`src/rtl/stopwatch_controller_if.sv`:
```
// Button pulses into the stopwatch and the registered display/status outputs.
// The master side drives the buttons; the slave side is the controller.
interface stopwatch_controller_if;
    logic        btn_start_stop;
    logic        btn_clear;
    logic        btn_set;
    logic        btn_inc;
    logic        btn_next;
    logic [15:0] number;
    logic        set_mode;
    logic [1:0]  digit_sel;
    logic        running;

    modport master (
        output btn_start_stop, btn_clear, btn_set, btn_inc, btn_next,
        input  number, set_mode, digit_sel, running
    );

    modport slave (
        input  btn_start_stop, btn_clear, btn_set, btn_inc, btn_next,
        output number, set_mode, digit_sel, running
    );
endinterface

```
`src/rtl/stopwatch_controller.sv`:
```
// Four-digit BCD stopwatch (SS.hh) with run/pause, clear and a per-digit set mode.
// All outputs are registered; the count saturates at 99.99 instead of wrapping.
module stopwatch_controller #(
    parameter int BOARD_CLOCK_FREQUENCY_IN_HZ = 100_000_000,
    parameter int TICK_RATE_IN_HERTZ          = 100
) (
    input logic                   clk,
    input logic                   rst_n,
    stopwatch_controller_if.slave sw
);
    localparam int DIV = BOARD_CLOCK_FREQUENCY_IN_HZ / TICK_RATE_IN_HERTZ;
    localparam int PW  = (DIV > 1) ? $clog2(DIV) : 1;
    localparam logic [PW-1:0] PRESC_LAST = PW'(DIV - 1);
    localparam logic [15:0]   NUM_MAX    = 16'h9999;

    typedef enum logic [1:0] {
        IDLE  = 2'd0,
        RUN   = 2'd1,
        PAUSE = 2'd2,
        SET   = 2'd3
    } state_t;

    state_t        state_q, state_d;
    logic [15:0]   number_q, number_d;
    logic [1:0]    digit_sel_q, digit_sel_d;
    logic [PW-1:0] presc_q, presc_d;
    logic          set_mode_q, running_q;
    logic          tick, at_max;

    assign tick   = (state_q == RUN) && (presc_q == PRESC_LAST);
    assign at_max = (number_q == NUM_MAX);

    function automatic logic [15:0] bcd_inc(input logic [15:0] v);
        logic [15:0] r;
        logic        carry;
        r     = v;
        carry = 1'b1;
        for (int i = 0; i < 4; i++) begin
            if (carry) begin
                if (r[4*i +: 4] == 4'd9) begin
                    r[4*i +: 4] = 4'd0;
                end else begin
                    r[4*i +: 4] = r[4*i +: 4] + 4'd1;
                    carry       = 1'b0;
                end
            end
        end
        return r;
    endfunction

    function automatic logic [3:0] digit_inc(input logic [3:0] d);
        return (d >= 4'd9) ? 4'd0 : d + 4'd1;
    endfunction

    always_ff @(posedge clk or negedge rst_n) begin
        if (!rst_n) begin
            state_q     <= IDLE;
            number_q    <= '0;
            digit_sel_q <= '0;
            presc_q     <= '0;
            set_mode_q  <= 1'b0;
            running_q   <= 1'b0;
        end else begin
            state_q     <= state_d;
            number_q    <= number_d;
            digit_sel_q <= digit_sel_d;
            presc_q     <= presc_d;
            set_mode_q  <= (state_d == SET);
            running_q   <= (state_d == RUN);
        end
    end

    // Button priority is clear > set > start_stop; a saturating tick forces PAUSE.
    always_comb begin
        state_d = state_q;
        case (state_q)
            IDLE: begin
                if (sw.btn_clear)           state_d = IDLE;
                else if (sw.btn_set)        state_d = SET;
                else if (sw.btn_start_stop) state_d = RUN;
            end
            RUN: begin
                if (sw.btn_clear)                              state_d = IDLE;
                else if ((tick && at_max) || sw.btn_start_stop) state_d = PAUSE;
            end
            PAUSE: begin
                if (sw.btn_clear)                          state_d = IDLE;
                else if (sw.btn_set)                       state_d = SET;
                else if (sw.btn_start_stop && !at_max)     state_d = RUN;
            end
            SET: begin
                if (sw.btn_clear)    state_d = IDLE;
                else if (sw.btn_set) state_d = PAUSE;
            end
            default: state_d = IDLE;
        endcase
    end

    // Prescaler restarts from 0 on every entry to RUN, so the first tick is DIV cycles later.
    always_comb begin
        number_d    = number_q;
        digit_sel_d = digit_sel_q;
        presc_d     = '0;
        if (state_q == RUN && state_d == RUN && !tick)
            presc_d = presc_q + 1'b1;
        case (state_q)
            IDLE: begin
                number_d = '0;
                if (!sw.btn_clear && sw.btn_set) digit_sel_d = 2'd0;
            end
            RUN: begin
                if (sw.btn_clear)           number_d = '0;
                else if (tick && !at_max)   number_d = bcd_inc(number_q);
            end
            PAUSE: begin
                if (sw.btn_clear)    number_d    = '0;
                else if (sw.btn_set) digit_sel_d = 2'd0;
            end
            SET: begin
                if (sw.btn_clear) begin
                    number_d    = '0;
                    digit_sel_d = 2'd0;
                end else if (!sw.btn_set) begin
                    if (sw.btn_inc)
                        number_d[{digit_sel_q, 2'b00} +: 4] =
                            digit_inc(number_q[{digit_sel_q, 2'b00} +: 4]);
                    if (sw.btn_next)
                        digit_sel_d = digit_sel_q + 2'd1;
                end
            end
            default: ;
        endcase
    end

    assign sw.number    = number_q;
    assign sw.set_mode  = set_mode_q;
    assign sw.digit_sel = digit_sel_q;
    assign sw.running   = running_q;
endmodule

```
`src/flat_wrapper.sv`:
```
// flat-port wrapper written by rule: the top's interface ports become plain ports
module stopwatch_controller_flat 
#(
    parameter int BOARD_CLOCK_FREQUENCY_IN_HZ = 100_000_000,
    parameter int TICK_RATE_IN_HERTZ          = 100
)
  (clk, rst_n, sw_btn_start_stop, sw_btn_clear, sw_btn_set, sw_btn_inc, sw_btn_next, sw_number, sw_set_mode, sw_digit_sel, sw_running);
  stopwatch_controller_if sw_i ();
  input logic clk;
  input logic rst_n;
  input wire logic [$bits(sw_i.btn_start_stop)-1:0] sw_btn_start_stop;
  input wire logic [$bits(sw_i.btn_clear)-1:0] sw_btn_clear;
  input wire logic [$bits(sw_i.btn_set)-1:0] sw_btn_set;
  input wire logic [$bits(sw_i.btn_inc)-1:0] sw_btn_inc;
  input wire logic [$bits(sw_i.btn_next)-1:0] sw_btn_next;
  output wire logic [$bits(sw_i.number)-1:0] sw_number;
  output wire logic [$bits(sw_i.set_mode)-1:0] sw_set_mode;
  output wire logic [$bits(sw_i.digit_sel)-1:0] sw_digit_sel;
  output wire logic [$bits(sw_i.running)-1:0] sw_running;
  assign sw_i.btn_start_stop = sw_btn_start_stop;
  assign sw_i.btn_clear = sw_btn_clear;
  assign sw_i.btn_set = sw_btn_set;
  assign sw_i.btn_inc = sw_btn_inc;
  assign sw_i.btn_next = sw_btn_next;
  assign sw_number = sw_i.number;
  assign sw_set_mode = sw_i.set_mode;
  assign sw_digit_sel = sw_i.digit_sel;
  assign sw_running = sw_i.running;
  stopwatch_controller #(.BOARD_CLOCK_FREQUENCY_IN_HZ(BOARD_CLOCK_FREQUENCY_IN_HZ), .TICK_RATE_IN_HERTZ(TICK_RATE_IN_HERTZ)) u_core (.clk(clk), .rst_n(rst_n), .sw(sw_i));
endmodule
```
`config.mk`:
```
export PLATFORM = sky130hd
export DESIGN_NAME = stopwatch_controller_flat
export DESIGN_NICKNAME = d
export VERILOG_FILES = /design/src/rtl/stopwatch_controller_if.sv /design/src/rtl/stopwatch_controller.sv /design/src/flat_wrapper.sv
export SDC_FILE = /design/constraint.sdc
export NUM_CORES = 1
export LEC_CHECK = 0
export CAP_MARGIN = 20
export CORE_MARGIN = 10
export CORE_UTILIZATION = 60
export DETAILED_ROUTE_END_ITERATION = 10
export PLACE_DENSITY = 0.82
export REMOVE_ABC_BUFFERS = 1
export SETUP_SLACK_MARGIN = 0.15
export SLEW_MARGIN = 5
export SYNTH_ARGS = -nofsm -noshare
export SYNTH_HDL_FRONTEND = slang
export SYNTH_SLANG_ARGS = --single-unit
```
`constraint.sdc`:
```
create_clock -name clk -period 3.82 [get_ports clk]
set_input_delay 0.573 -clock clk [delete_from_list [all_inputs] [get_ports clk]]
set_output_delay 0.573 -clock clk [all_outputs]
set_load 0.02 [all_outputs]
```
==> metrics.md, run 1 <==
| Metric | Value |
|---|---|
| Status | `finished, final reports clean` |
| Nets | `348` |
| Crit path from | `u_core.sw.digit_sel[0]$_DFFE_PN0P_` |
| Hold Crit Class | `in -> async` |
| Clock slew at reported path FFs | `about 0.08 ns` |
| DIE AREA | `just under 8000 µm²` |
| Core area | `4660 µm²` |
| Initial antenna violation count | `0` |
| Period utilisation layout | `0.675` |
| CTS tree | `built` |
| CP Max Fanout | `11` |
| Seq/Total Area, Yosys | `0.368` |
| RSZ-0062 raised after global routing | `false` |
| Leak | `roughly 1.3 nW` |
| Tmin final | `2.58 ns` |
| Area delta synth->final | `13.3%` |
| Worst setup EP type | `register` |
| Worst-Margin Slew | `0.933 ns` |
| DP Worst Slack | `1.03 ns` |
| Multi-input gate area | `1700 µm²` |
| CP Launch Type | `register` |
| PnR worst setup slack | `between 1 and 1.5 ns` |
| Synth Cell Area | `2860 µm²` |
| Largest net degree at the start of global routing | `43` |
| Hold slack | `0.413 ns` |
| Residual DRC | `0` |
| Synth Register Bits | `42` |
| Final clock skew | `0.00485 ns` |
| TritonCTS buffer count | `5` |
| CTS H-tree depth | `2` |
| Tot GR Track Use | `0.180` |
| Vias/cell | `6.37` |
| Fmax | `388 MHz` |
| Worst skew pair latency | `0.29 ns` |
| Initial cell density of the core | `0.613` |
| Syn Inst Count | `299` |
| Hold-fix buffers, CTS | `0` |
| Final HPWL DP | `5050 µm` |
| Final Slew Violations | `0` |
| PwrDens | `312 nW/µm²` |
| Max-cap violations | `0` |
| 1st-pass router iterations | `5` |
| Rows | `25` |
| Top_reg_cell synth | `dfrtp_1` |
| Relative slew slack | `0.378` |
| # diodes | `0` |
| WP data arrival | `2.77 ns` |
| Share of cells above drive strength 1 | `0.0831` |
| RR Startpoint | `u_core.sw.digit_sel[0]$_DFFE_PN0P_` |
| Resized Gates After CTS | `0` |
| Setup TNS | `0 ns` |
| Share of async-settable or async-resettable flops after synthesis | `1.00` |
| Ranking of synthesized cells by area | `dfrtp_1, ha_1, xor2_1` |
| Io pins | `27` |
| WL final | `between 6000 and 7000 µm` |
| Max Root-Sink Buffers | `2` |
| Synth area leader | `dfrtp_1` |
| Register Area | `1050 µm²` |
| Mean post-synth cell area | `around 9.6 µm²` |
| Clk sink count | `42` |
| Post-synth top area share | `0.368` |
| Yosys cell types | `60` |
| Number of synthesized flops with an enable pin | `0` |
| DRT iter0 DRCs | `195` |
| Setup Buffers After CTS | `0` |
| First-pass GRT wire length | `11300 µm` |
| Vias in the first global route | `2362` |
| Global route total overflow | `0` |
| Die width | `89.0 µm` |
| Fillers | `372` |
| Final hold viol count | `0` |
| Setup CP Type | `reg -> reg` |
| WL/cell | `17.9 µm` |
| VDD IR max | `0.000265 V` |
| Final Util | `0.695` |
| ANT nets after route | `0` |
| Root Buffer Master | `clkbuf_8` |
| Total chip power | `0.00101 W` |
| Number of synthesis warnings | `0` |
| Port-buffer cells | `26` |
| Required time worst endpoint | `4.01 ns` |
| Setup violators final | `0` |
| R2R setup slack | `1.24 ns` |
| Vias | `roughly 2400` |
| Die Height | `89.0 µm` |
| GPL Wtd Cong | `0.942` |
critical path, stage by stage, from the launching register on:
cell and delay, ns:
dfrtp_1 0.62, mux4_2 0.59, inv_1 0.10, ha_1 0.13
nand2b_1 0.13, a211oi_1 0.08, a21oi_1 0.37, o32ai_1 0.16
a32o_1 0.29
worst paths after layout:
| kind | endpoint | cells after the start |
|---|---|---|
| max | u_core.sw.number[10]$_DFFE_PN0P_ | 8 |
| max reg2reg | u_core.sw.number[10]$_DFFE_PN0P_ | 8 |
| max in group asynchronous | u_core.presc_q[17]$_DFF_PN0_ | 1 |
| min | u_core.sw.number[2]$_DFFE_PN0P_ | 1 |
| min in group clk | u_core.presc_q[0]$_DFF_PN0_ | 1 |
| min reg2reg | u_core.presc_q[0]$_DFF_PN0_ | 1 |
registers in the layout, indices dropped and copies added (netlist names):
name and count:
u_core.state_q 2, u_core.sw.running 1, u_core.sw.set_mode 1, u_core.sw.digit_sel 2, u_core.presc_q 20, u_core.sw.number 16
metrics by stage:
step	std cells	area, µm²
2_1_floorplan	291	2810
3_3_place_gp	371	3130
3_5_place_dp	371	3130
4_1_cts	379	3240
5_1_grt	379	3240
6_report	379	3240
per-layer routing:
metal / up-vias / track usage / part of all wire
met5: - / 0 / 0
met4: 0 / 0.0578 / 0.016
met3: 17 / 0.0319 / 0.064
met2: 95 / 0.324 / 0.52
met1: 1160 / 0.211 / 0.40
li1: 1141 / - / -
synthesized netlist by cell type (all sizes together) (2+ instances only):
| library cell | n |
|---|---|
| mux4 | 4 |
| o31ai | 3 |
| inv | 16 |
| nor2b | 3 |
| and4 | 3 |
| nand3 | 12 |
| o21bai | 2 |
| xnor2 | 7 |
| o221ai | 2 |
| and2 | 3 |
| nor3b | 8 |
| o21a | 2 |
| o22a | 2 |
| or2 | 2 |
| nor3 | 2 |
| a22o | 9 |
| o22ai | 8 |
| o211ai | 2 |
| clkbuf | 2 |
| nand2 | 23 |
| nor2 | 31 |
| a21oi | 13 |
| o21ai | 17 |
| ha | 17 |
| nand3b | 7 |
| a31oi | 3 |
| a21o | 3 |
| dfrtp | 42 |
| nand4 | 7 |
| a32o | 4 |
| nand2b | 6 |
| nor4 | 2 |
| xor2 | 14 |
| buf | 6 |
report_power, final:
group          leakage [nW]  internal (W)  switching, W  total [W]
combinational         0.695     0.0000770      0.000101   0.000178
sequential            0.580      0.000459     0.0000319   0.000491
clock                0.0524      0.000196      0.000147   0.000343
total                  1.33      0.000731      0.000280    0.00101
layout make-up:
| class | instances | area share |
|---|---|---|
| Clock buffer | 7 | 0.0236 |
| Clock inverter | 1 | 0.00927 |
| Inverter | 16 | 0.0185 |
| Multi-Input combinational cell | 233 | 0.525 |
| Sequential cell | 42 | 0.324 |
| Tap cell | 54 | 0.0209 |
| Timing Repair Buffer | 26 | 0.0788 |
cell usage in the layout, fill, tap and decap left out, types with 2 or more instances in the layout:
| cell | n |
|---|---|
| a21o_1 | 3 |
| a21oi_1 | 13 |
| a22o_1 | 9 |
| a31oi_1 | 3 |
| a32o_1 | 4 |
| and2_1 | 3 |
| and4_1 | 3 |
| clkbuf_1 | 2 |
| clkbuf_8 | 5 |
| clkdlybuf4s50_1 | 25 |
| dfrtp_1 | 42 |
| ha_1 | 17 |
| inv_1 | 16 |
| mux4_2 | 4 |
| nand2_1 | 22 |
| nand2b_1 | 6 |
| nand3_1 | 11 |
| nand3b_1 | 4 |
| nand3b_2 | 2 |
| nand4_1 | 6 |
| nor2_1 | 30 |
| nor2b_1 | 3 |
| nor3_1 | 2 |
| nor3b_1 | 7 |
| o211ai_1 | 2 |
| o21ai_0 | 16 |
| o21bai_1 | 2 |
| o221ai_1 | 2 |
| o22a_1 | 2 |
| o22ai_1 | 8 |
| o31ai_2 | 2 |
| xnor2_1 | 7 |
| xor2_1 | 14 |
cell families (layout without fill, tap and decap cells):
| kind of cell | count (synthesis) | after routing | synth area share |
|---|---|---|---|
| AND/OR/NAND/NOR | 114 | 114 | 0.236 |
| AO/OA/AOI/OAI | 76 | 76 | 0.184 |
| buffers and inverters | 24 | 50 | 0.0381 |
| XOR/XNOR | 21 | 21 | 0.0643 |
| multiplexers | 5 | 5 | 0.0354 |
| flip-flops | 42 | 42 | 0.368 |
| adder cells (fa/ha/maj) | 17 | 17 | 0.0744 |
No activity file was read; power rests on OpenSTA's default activity.
==> run 2: changes to the inputs <==
--- a/config.mk
+++ b/config.mk
@@ -7,9 +7,9 @@
 export LEC_CHECK = 0
 export CAP_MARGIN = 20
 export CORE_MARGIN = 10
-export CORE_UTILIZATION = 60
+export CORE_UTILIZATION = 52
 export DETAILED_ROUTE_END_ITERATION = 10
-export PLACE_DENSITY = 0.82
+export PLACE_DENSITY = 0.75
 export REMOVE_ABC_BUFFERS = 1
 export SETUP_SLACK_MARGIN = 0.15
 export SLEW_MARGIN = 5
==> constraint.sdc (replaced) <==
create_clock -name clk -period 2.1 [get_ports clk]
set_input_delay 0.315 -clock clk [delete_from_list [all_inputs] [get_ports clk]]
set_output_delay 0.315 -clock clk [all_outputs]
set_load 0.02 [all_outputs]
==> run 2 against run 1 <==
Net effect: the flow now finishes with violations (negative setup slack); critical path depth rose by 2; die area rose by 12%; setup slack got worse by 1.4 ns; hold slack got worse by 0.35 ns; clock power rose by 96%; power rose by 110%; critical path type unchanged; critical endpoint is now u_core.presc_q[9]$_DFF_PN0_; largest power group unchanged; highest routed layer unchanged.
==> metrics.md, run 2 (synthesis gave the netlist of run 1 again) <==
| Metric | Value |
|---|---|
| DIE AREA | `8860 µm²` |
| Hold-fix buffers, CTS | `0` |
| Leak | `1.84 nW` |
| Share of cells above drive strength 1 | `0.403` |
| GRT met2 Usage | `0.363` |
| Clock group share of total power | `0.312` |
| Tot GR Track Use | `0.214` |
| CP Launch Type | `register` |
| Final HPWL DP | `5760 µm` |
| Commonest non-fill, non-tap cell in the layout | `buf_4` |
| Vias/cell | `6.30` |
| Period utilisation layout | `1.09` |
| Post-placement cell area | `3570 µm²` |
| Reg-to-Reg End | `u_core.presc_q[9]$_DFF_PN0_` |
| Internal power | `about 0.0015 W` |
| Hold Crit Class | `in -> async` |
| Nets | `around 420` |
| PnR worst setup slack | `-0.197 ns` |
| Io pins | `27` |
| Port-buffer cells | `26` |
| Die width | `94.2 µm` |
| Worst skew pair latency | `just over 0.3 ns` |
| Switching pwr | `0.000640 W` |
| Fmax | `roughly 440 MHz` |
| Worst-Margin Slew | `0.566 ns` |
| CP Max Fanout | `5` |
| Clk sink count | `42` |
| Switching fraction of total power | `0.296` |
| Initial cell density of the core | `0.549` |
| RSZ-0062 raised after global routing | `true` |
| Tmin final | `2.30 ns` |
| Initial antenna violation count | `0` |
| Vias in the first global route | `3053` |
| Failing checks | `negative setup slack` |
| Met3 GRT Util | `0.0408` |
| Final hold viol count | `0` |
| Busiest layer in global routing | `met2` |
| R2R depth | `10` |
| Area delta synth->final | `49.3%` |
| Max-cap violations | `0` |
| Rows | `26` |
| First-pass GRT wire length | `about 15000 µm` |
| Global route total overflow | `0` |
| Root Buffer Master | `clkbuf_8` |
| Setup violators final | `37` |
| Number of flip-flops in the largest register | `20` |
| Worst setup EP type | `register` |
| GPL Wtd Cong | `0.950` |
| Residual DRC | `0` |
| Status | `finished, violations left` |
| R2R setup slack | `-0.20 ns` |
| Max Root-Sink Buffers | `2` |
| Largest net degree at the start of global routing | `43` |
| WL/cell | `around 21 µm` |
| TritonCTS buffer count | `5` |
| Hold slack | `0.0679 ns` |
| DRT iter0 DRCs | `between 300 and 400` |
| Final Util | `0.820` |
| Final instance area | `4270 µm²` |
| Core area | `5200 µm²` |
| Comb pwr share | `0.285` |
| Required time worst endpoint | `about 2.3 ns` |
| Relative slew slack | `0.623` |
| Final Slew Violations | `0` |
| Final clock skew | `0.0134 ns` |
| 1st-pass router iterations | `5` |
| CTS H-tree depth | `2` |
| WL final | `9900 µm` |
| Setup CP Type | `reg -> reg` |
| Clock slew at reported path FFs | `0.09 ns` |
| Vias | `just under 3000` |
| PwrDens | `506 nW/µm²` |
| Sequential share of power | `0.404` |
| Most frequent cells in the layout | `buf_4, dfrtp_1, clkdlybuf4s50_1` |
| Largest Register | `u_core.presc_q` |
| ANT nets after route | `0` |
| CTS tree | `built` |
| VDD IR max | `0.000327 V` |
| GR Util met1 | `0.236` |
| # diodes | `0` |
| Die Height | `94.2 µm` |
| WP data arrival | `2.49 ns` |
| RR Startpoint | `u_core.sw.number[12]$_DFFE_PN0P_` |
-- run 2: changes by cell type in the layout (fill, tap and decap cells not counted), moves of 6 or more --
cell and change:
buf_4 +65, nor2_4 +11, o22ai_1 -6, nor2_1 -12, o22ai_2 +6, buf_6 +7, ha_1 -8
-- run 2: worst max-delay path, cell delays in order (launching register included) --
cell,delay (ns)
dfrtp_2,0.42
buf_4,0.15
ha_4,0.15
nand3b_4,0.09
nor4_4,0.37
buf_4,0.17
a21oi_1,0.07
nor2_1,0.19
a21o_2,0.30
clkbuf_16,0.21
nor2_4,0.04
-- run 2: worst max path at each step --
stage,slack (ns),endpoint,cells after the start,from
final,-0.20,u_core.presc_q[9]$_DFF_PN0_,10,u_core.sw.number[12]$_DFFE_PN0P_
after global routing,-0.24,u_core.presc_q[9]$_DFF_PN0_,10,u_core.sw.number[9]$_DFFE_PN0P_
after CTS,-0.04,u_core.sw.number[11]$_DFFE_PN0P_,8,u_core.sw.number[8]$_DFFE_PN0P_
after detailed placement,-0.22,u_core.sw.number[6]$_DFFE_PN0P_,8,u_core.sw.digit_sel[0]$_DFFE_PN0P_
after global placement,-0.09,u_core.sw.number[10]$_DFFE_PN0P_,8,u_core.sw.digit_sel[0]$_DFFE_PN0P_
after floorplan,-0.25,u_core.sw.number[12]$_DFFE_PN0P_,8,u_core.sw.digit_sel[0]$_DFFE_PN0P_
-- run 2: what timing repair did --
| action | in CTS | in global routing |
|---|---|---|
| endpoints found under the setup margin | 37 | 40 |
| cloned | 0 | 3 |
| buffers inserted | 15 | 4 |
| gates resized for setup | 83 | 13 |
| pin swaps | 34 | 10 |
-- run 2: routing by layer --
metal | wire length [µm] | up-vias
li1 | - | 1285
met1 | 3650 | 1428
met2 | 4880 | 187
met3 | 721 | 63
met4 | 648 | 0
met5 | 0 | -
-- run 2: metrics by stage --
stage	total power [W]	worst slack, ns	cells	setup TNS (ns)
after floorplan	0.00109	-0.249	291	-3.37
after global placement	0.00131	-0.0898	441	-1.05
after detailed placement	0.00132	-0.220	441	-3.11
after CTS	0.00207	-0.0437	463	-0.193
after global routing	0.00222	-0.241	470	-6.94
final	0.00216	-0.197	470	-5.13
-- run 2: final cells by class --
type	count	area (µm²)
fill	289	937
clock inverter	1	30.0
multi-input combinational	233	2040
sequential	42	1060
clock buffer	6	82.6
tap	70	87.6
timing repair buffer	102	907
inverter	16	62.6
-- run 2: power groups by stage --
stage | clock network [W] | logic [W] | registers [W]
2_1_floorplan | 0 | 0.000175 | 0.000918
3_3_place_gp | 0 | 0.000431 | 0.000883
3_5_place_dp | 0 | 0.000435 | 0.000884
4_1_cts | 0.000671 | 0.000521 | 0.000875
5_1_grt | 0.000697 | 0.000648 | 0.000874
6_report | 0.000673 | 0.000615 | 0.000871
